`src/rtl/nco_pkg.sv`:
```
// Shared types and default widths for the NCO phase generator.
package nco_pkg;

    localparam int unsigned ACC_W_DEF   = 24;
    localparam int unsigned ADDR_W_DEF  = 8;
    localparam int unsigned DIV_W_DEF   = 16;
    localparam int unsigned QUAD_OFFSET = 64;

    typedef enum logic [1:0] {
        IDLE     = 2'd0,
        RUN      = 2'd1,
        STOPPING = 2'd2
    } nco_state_t;

    // Active and shadow configuration share one layout.
    typedef struct packed {
        logic [ACC_W_DEF-1:0]  ftw;
        logic [ADDR_W_DEF-1:0] phase;
        logic [DIV_W_DEF-1:0]  div;
    } nco_cfg_t;

endpackage

```
`src/rtl/nco_tick_div.sv`:
```
// Sample-rate divider: ticks once every div+1 enabled clocks, held at 0 when disabled.
module nco_tick_div #(
    parameter int unsigned DIV_W = 16
) (
    input  logic             clk,
    input  logic             rst,
    input  logic             en,
    input  logic [DIV_W-1:0] div,
    output logic             tick
);

    logic [DIV_W-1:0] cnt_q;
    logic [DIV_W-1:0] cnt_d;

    // >= keeps the counter bounded if div shrinks while the count is above it.
    always_comb begin
        tick  = en && (cnt_q >= div);
        cnt_d = '0;
        if (en && !tick) begin
            cnt_d = cnt_q + DIV_W'(1);
        end
    end

    always_ff @(posedge clk) begin
        if (rst) begin
            cnt_q <= '0;
        end else begin
            cnt_q <= cnt_d;
        end
    end

endmodule

```
`src/rtl/nco_phase_gen.sv`:
```
// NCO phase accumulator feeding the sine LUT address, with run/stop FSM and wrap-synchronous config.
// Optional quadrature address output enabled by defining NCO_QUAD_OUT_EN.
module nco_phase_gen
    import nco_pkg::*;
#(
    parameter int unsigned ACC_W  = ACC_W_DEF,
    parameter int unsigned ADDR_W = ADDR_W_DEF,
    parameter int unsigned DIV_W  = DIV_W_DEF
) (
    input  logic              clk,
    input  logic              rst,
    input  logic              cfg_valid,
    output logic              cfg_ready,
    input  logic [ACC_W-1:0]  cfg_ftw,
    input  logic [ADDR_W-1:0] cfg_phase,
    input  logic [DIV_W-1:0]  cfg_div,
    input  logic              start,
    input  logic              stop,
    output logic [ADDR_W-1:0] address,
`ifdef NCO_QUAD_OUT_EN
    output logic [ADDR_W-1:0] address_q,
`endif
    output logic              sample_valid,
    output logic              wrap,
    output logic              busy
);

    nco_state_t        state_q, state_d;
    nco_cfg_t          act_q, act_d, shd_q, shd_d, cfg_word;
    logic [ACC_W-1:0]  acc_q, acc_d, sum;
    logic [ADDR_W-1:0] addr_q, addr_d;
    logic [ADDR_W-1:0] quad_q, quad_d;
    logic              sv_q, sv_d, wrap_q, wrap_d;
    logic              busy_q, busy_d, pend_q, pend_d, rdy_q, rdy_d;
    logic              tick, carry, fire, cfg_fire;

    nco_tick_div #(.DIV_W(DIV_W)) u_div (
        .clk  (clk),
        .rst  (rst),
        .en   (state_q != IDLE),
        .div  (DIV_W'(act_q.div)),
        .tick (tick)
    );

    always_ff @(posedge clk) begin
        if (rst) begin
            state_q <= IDLE;
            act_q   <= '0;
            shd_q   <= '0;
            acc_q   <= '0;
            addr_q  <= '0;
            quad_q  <= ADDR_W'(QUAD_OFFSET);
            sv_q    <= 1'b0;
            wrap_q  <= 1'b0;
            busy_q  <= 1'b0;
            pend_q  <= 1'b0;
            rdy_q   <= 1'b1;
        end else begin
            state_q <= state_d;
            act_q   <= act_d;
            shd_q   <= shd_d;
            acc_q   <= acc_d;
            addr_q  <= addr_d;
            quad_q  <= quad_d;
            sv_q    <= sv_d;
            wrap_q  <= wrap_d;
            busy_q  <= busy_d;
            pend_q  <= pend_d;
            rdy_q   <= rdy_d;
        end
    end

    // A held stop in STOPPING wins over any coincident tick.
    always_comb begin
        state_d = state_q;
        case (state_q)
            IDLE:     if (start && !stop) state_d = RUN;
            RUN:      if (stop) state_d = STOPPING;
            STOPPING: if (stop || (tick && carry)) state_d = IDLE;
            default:  state_d = IDLE;
        endcase
    end

    always_comb begin
        acc_d    = acc_q;
        addr_d   = addr_q;
        quad_d   = quad_q;
        sv_d     = 1'b0;
        wrap_d   = 1'b0;
        act_d    = act_q;
        shd_d    = shd_q;
        pend_d   = pend_q;
        cfg_word = '{ftw:   ACC_W_DEF'(cfg_ftw),
                     phase: ADDR_W_DEF'(cfg_phase),
                     div:   DIV_W_DEF'(cfg_div)};
        cfg_fire = cfg_valid && rdy_q;
        {carry, sum} = {1'b0, acc_q} + {1'b0, ACC_W'(act_q.ftw)};
        fire = tick && ((state_q == RUN) || ((state_q == STOPPING) && !stop));

        if (state_q == IDLE) begin
            if (start && !stop) acc_d = '0;
            if (cfg_fire) act_d = cfg_word;
        end else if (cfg_fire) begin
            shd_d  = cfg_word;
            pend_d = 1'b1;
        end

        if (fire) begin
            addr_d = acc_q[ACC_W-1 -: ADDR_W] + ADDR_W'(act_q.phase);
            quad_d = addr_d + ADDR_W'(QUAD_OFFSET);
            acc_d  = sum;
            sv_d   = 1'b1;
            wrap_d = carry;
            // New config lands on the wrap so the next cycle starts clean.
            if (carry && pend_q) begin
                act_d  = shd_q;
                pend_d = 1'b0;
            end
        end

        if ((state_q != IDLE) && (state_d == IDLE) && pend_d) begin
            act_d  = shd_d;
            pend_d = 1'b0;
        end

        busy_d = (state_d != IDLE);
        rdy_d  = !pend_d;
    end

    assign address      = addr_q;
    assign sample_valid = sv_q;
    assign wrap         = wrap_q;
    assign busy         = busy_q;
    assign cfg_ready    = rdy_q;
`ifdef NCO_QUAD_OUT_EN
    assign address_q    = quad_q;
`endif

endmodule

```
`config.mk`:
```
export PLATFORM = sky130hd
export DESIGN_NAME = nco_phase_gen
export DESIGN_NICKNAME = d
export VERILOG_FILES = /design/src/rtl/nco_pkg.sv /design/src/rtl/nco_tick_div.sv /design/src/rtl/nco_phase_gen.sv
export SDC_FILE = /design/constraint.sdc
export NUM_CORES = 1
export LEC_CHECK = 0
export CAP_MARGIN = 20
export CORE_MARGIN = 2
export CORE_UTILIZATION = 42
export DETAILED_ROUTE_END_ITERATION = 10
export PLACE_DENSITY = 0.73
export SKIP_CTS_REPAIR_TIMING = 1
export SLEW_MARGIN = 0
export SYNTH_ARGS = -nofsm -noshare
export SYNTH_HDL_FRONTEND = slang
export SYNTH_SLANG_ARGS = --single-unit
export TNS_END_PERCENT = 100
```
`constraint.sdc`:
```
create_clock -name clk -period 4 [get_ports clk]
set_clock_uncertainty 0.1 [all_clocks]
set_input_delay 0.6 -clock clk [delete_from_list [all_inputs] [get_ports clk]]
set_output_delay 0.6 -clock clk [all_outputs]
set_load 0.02 [all_outputs]
```
==> results of run 1 <==
## cell type report
cell class                      instances  area (µm²)
Tap cell                              265         332
Inverter                               35         131
Clock buffer                           19         453
Multi-Input combinational cell        782        4880
Sequential cell                       151        3020
Fill cell                            1837        9640
Clock inverter                         13         169
Timing Repair Buffer                   83         831
## through the flow
step	power, W	util
after global routing	0.00381	0.505
after detailed placement	0.00201	0.473
after global placement	0.00201	0.473
after floorplan	0.00187	-
final	0.00368	0.505
after CTS	0.00370	0.505
## state kept, by name, summed over array words and instances, names as in the netlist
register / count
wrap: 1
act_q: 48
shd_q: 48
sample_valid: 1
busy: 1
pend_q: 1
cfg_ready: 1
u_div.cnt_q: 16
state_q: 2
acc_q: 24
address: 8
## logic make-up after synthesis
kind of cell | count (synthesis)
muxes | 1
AOI/OAI and AO/OA | 261
buffers and inverters | 107
adders and majority gates | 50
and+or+nand+nor | 433
xor gates and xnor gates | 37
DFF | 151
## power breakdown
part,switching [W],internal (W)
sequential,0.0000293,0.00156
clock,0.000667,0.00102
combinational,0.000231,0.000170
total,0.000928,0.00275
## Yosys cell counts (22+ instances only)
cell type    n  share of area
a211oi_1    54          0.049
nor2_1     142          0.064
o41ai_1     29          0.031
nand3_1     76          0.046
nand2_1    124          0.056
ha_1        48          0.072
inv_1       35          0.016
nor2b_1     38          0.029
dfxtp_1    151           0.36
clkbuf_1    56          0.025
o21ai_0     22          0.013
a21oi_1     90          0.054
## routing by layer
layer,vias to the layer above,share of wire
li1,3749,-
met3,27,0.057
met2,236,0.47
met5,-,0
met4,0,0.017
met1,3565,0.46
## worst paths after layout
kind         slack (ps)       start  cells after the start          to
max reg2reg         620   act_q[24]                     12        busy
min reg2reg         360  address[0]                      2  address[0]
max                 620   act_q[24]                     12        busy
min                 360  address[0]                      2  address[0]
## worst max-delay path, delay by kind of cell, from the launching register on
| kind | cells | cell delay (ps) |
|---|---|---|
| compound gates | 5 | 950 |
| fa+ha+maj | 2 | 590 |
| buf+inv | 3 | 640 |
| flops | 1 | 330 |
| simple gates | 2 | 610 |
==> results.toml, run 1 <==
[run_status]
outcome = "complete, no violations"

[grt]
use_met3 = 0.0428
grt_overflow_total = 0
grt_busiest_layer = "met2"
grt_use_total = 0.211
grt_pass1_vias = 7214
antenna_found_initial = 0
grt_max_degree = 83
grtUsageMet1 = 0.277
use_met2 = 0.349
grt_pass1_wl_um = 35500

[floorplanning]
die_w_um = 145
initial_core_util = 0.428
die_y_um = 145
coreArea_mm2 = 0.0195
die_area_mm2 = 0.0210
top_level_ports = 65
num_rows = 51

[logic_synthesis]
synth_warnings = 0
ys_async_sr_fraction = 0
synth_cell_type_count = 53
syn_nets = 1143
ys_seq_area_frac = 0.363
synthCells = 1040
synth_top_family_by_area = "simple AND/OR/NAND/NOR gates"
syn_avg_cell_area_um2 = 8.00
synth_edf_count = 0
synth_xor_area_frac = 0.0389
syn_area_mm2 = 0.00832
synth_fa_ha_area_frac = 0.0770
ys.flop_type = "dfxtp_1"
synth.ff_latch_count = 151
synth_compound_area_frac = 0.232
synth_simple_gate_area_frac = 0.235
synth_mux_area_frac = 0.00120

[power]
leakagePower_nw = 3.72
cellPowerDensity_mw_per_mm2 = 374
peakVddDrop_v = 0.000251

[sta]
hold_slack_ps = 363
worst_pin_slew_ps = 903
max_slew_margin = 0.398
min_period_ps = 3380
setup_violations = 0
max_freq_mhz = 296
grt_setup_unrepaired = "no"
fin_tns_setup_ps = 0
worst_slack_ps = 624
final.period_utilization = 0.844
final-max-slew-violation-count = 0
hold_viol_final = 0

[setup_path]
crit_path_start_kind = "register"
end_kind = "register"
crit_fanout = 49
cp_cell_sequence = "ha_1 -> inv_1 -> fa_1 -> inv_1 -> a21oi_1 -> o211a_1 -> or3_1 -> nand3_1 -> a311o_2 -> buf_4 -> o2bb2a_1 -> o21bai_1"
worstSetupPathType = "register to register"
arrival_ps = 3560
max_stage_delay_ps = 510
crit_slowest_cell = "buf_4"
cp.required_ps = 4180
crit_top_cell = "inv_1"

[job]
timing.max_cap.violations = 0

[place]
place_hpwl_um = 14100
placedCellCount = 1316
place_congestion = 0.894
io_buffer_count = 64
place_ws_ps = 689
placed_cell_area_mm2 = 0.00920

[clocking]
cts-root-buf = "clkbuf_16"
clock_latency_ps = 430
clockBufferDepth = 2
clock-sinks = 151
clk_pin_slew_ps = 60
cts_buffers = 17
h-tree-depth = 4
cts_tree = "yes"

[min_path]
hold_class = "register to register"

[final_layout]
syn_to_final_growth_pct = 18.0
final_cell_mix = "dfxtp_1 (151), nor2_1 (141), nand2_1 (124), a21oi_1 (90), nand3_1 (76)"
antennaDiodeCount = 0
instances_no_fill = 1348
drive_above_1_share = 0.0766
final_area_mm2 = 0.00982
layout.nets = 1173
layout_commonest_cell = "dfxtp_1"

[routing]
drtPass1Iterations = 5
antenna_left = 0
routed_wl_um = 21300
dr.first_iter.drc_count = 563
drc = 0
vias = 7577
viasPerCell = 5.62
wire_per_inst_um = 15.8
Note: power is estimated with default switching activity, not from simulation.
==> inputs of run 2 (changes only) <==
clock period = 3.2 ns   (was 4 ns; I/O delays follow)
==> results.toml, run 2 (synthesized netlist as in run 1, its figures left out) <==
[sta]
final.period_utilization = 0.993
hold_viol_final = 0
max_slew_margin = 0.264
worst_pin_slew_ps = 1100
min_period_ps = 3180
grt_setup_unrepaired = "yes"
final-max-slew-violation-count = 0
max_freq_mhz = 315
setup_violations = 0
worst_slack_ps = 23.7

[setup_path]
worstSetupPathType = "register to register"
rr_endpoint = "act_q[14]"
crit_slowest_cell = "o41ai_1"
cp-endpoint = "act_q[14]"
startpoint = "u_div.cnt_q[0]"
cp_cell_sequence = "inv_1 -> ha_1 -> nand2b_1 -> a2111o_1 -> a211oi_4 -> a21oi_1 -> a311o_2 -> and2_4 -> o41ai_1"
max_stage_delay_ps = 470
end_kind = "register"
cp_num_buf_inv = 1
cp.required_ps = 3390
crit_fanout = 24
rrSetupSlack_ps = 20
crit_path_start_kind = "register"
crit_family = "compound AO/OA/AOI/OAI gates"
cp.depth = 9
worstRegToRegCells = 9
arrival_ps = 3370
r2r-start = "u_div.cnt_q[0]"

[power]
leakagePower_nw = 3.81
cellPowerDensity_mw_per_mm2 = 461
p_total_w = 0.00458
peakVddDrop_v = 0.000388

[routing]
wire_per_inst_um = 16.2
routed_wl_um = 21900
drc = 0
antenna_left = 0
dr.first_iter.drc_count = 736
drtPass1Iterations = 5
viasPerCell = 5.59
vias = 7582

[run_status]
outcome = "complete, no violations"

[final_layout]
layout_commonest_cell = "dfxtp_1"
final_cell_mix = "dfxtp_1 (151), nor2_1 (141), nand2_1 (124), a21oi_1 (90), nand3_1 (75)"
final_area_mm2 = 0.00994
syn_to_final_growth_pct = 19.5
drive_above_1_share = 0.0834
layout.nets = 1184
n_fill_cell = 1803
top_regs = "act_q: 48 flops, shd_q: 48 flops, acc_q: 24 flops"
fin_util = 0.511
antennaDiodeCount = 0
ff_latch_area_mm2 = 0.00302
multi_input_area_mm2 = 0.00490

[place]
placed_cell_area_mm2 = 0.00926
place_ws_ps = -17.4
place_hpwl_um = 13700
io_buffer_count = 64
place_congestion = 0.878

[floorplanning]
die_area_mm2 = 0.0210
initial_core_util = 0.428
coreArea_mm2 = 0.0195
die_w_um = 145
die_y_um = 145
top_level_ports = 65
num_rows = 51

[clocking]
clockBufferDepth = 2
cts_buffers = 17
clock_latency_ps = 430
h-tree-depth = 4
cts-root-buf = "clkbuf_16"
cts_tree = "yes"
clock-sinks = 151
clk_pin_slew_ps = 60

[grt]
grt_pass1_wl_um = 35300
grt_use_total = 0.211
antenna_found_initial = 0
grt_max_degree = 97
grt_overflow_total = 0
grt_pass1_vias = 7078

[min_path]
hold_class = "register to register"
hold-path-cell-count = 2
hp-start = "address[0]"

[job]
timing.max_cap.violations = 0
run 2: changes by cell type in the layout (fill, tap and decap cells not counted):
cell,delta
buf_12,+2
clkbuf_1,+2
o31ai_2,+1
clkinvlp_4,-4
o31ai_1,-1
clkbuf_16,+1
nand3_2,+1
clkinv_2,+2
nand3_1,-1
buf_4,+6
and2_2,-1
and2_4,+2
inv_6,-3
bufinv_16,+1
run 2: where the power goes:
group	switching, W	total (W)	internal, W
logic	0.000294	0.000513	0.000219
registers	0.0000376	0.00198	0.00195
clock network	0.000775	0.00208	0.00131
run 2: tightest hold or removal path, cell delays in order (launching register included):
cell and delay (ps):
dfxtp_1 310, nand2_1 50, a21oi_1 50
run 2: worst min path at each step:
stage                          end
finish                  address[0]
detailed placement      address[0]
CTS                     address[0]
global route             shd_q[43]
floorplan           u_div.cnt_q[0]
global placement        address[0]
run 2: routing by layer:
metal	part of all wire	GRT usage	vias to the layer above	wire (µm)
li1	-	-	3768	-
met1	0.46	0.277	3588	9990
met2	0.47	0.346	194	10300
met3	0.056	0.0431	32	1220
met4	0.019	0.0715	0	418
met5	0	0	-	0
run 2: final cells by class:
class / count / share of cell area
clock inverters: 9 / 0.0154
multi-input cells: 783 / 0.493
clock buffers: 20 / 0.0449
flip-flops and latches: 151 / 0.304
well taps: 265 / 0.0334
repair buffers: 93 / 0.0960
inverters: 35 / 0.0132
run 2: metrics by stage:
| step | hold slack (ps) | TNS (ps) | cells |
|---|---|---|---|
| after floorplan | 337 | 0 | 1040 |
| after global placement | 351 | 0 | 1323 |
| after detailed placement | 350 | -66.6 | 1323 |
| after CTS | 362 | -273 | 1352 |
| after global routing | 387 | -33.5 | 1356 |
| final | 357 | 0 | 1356 |
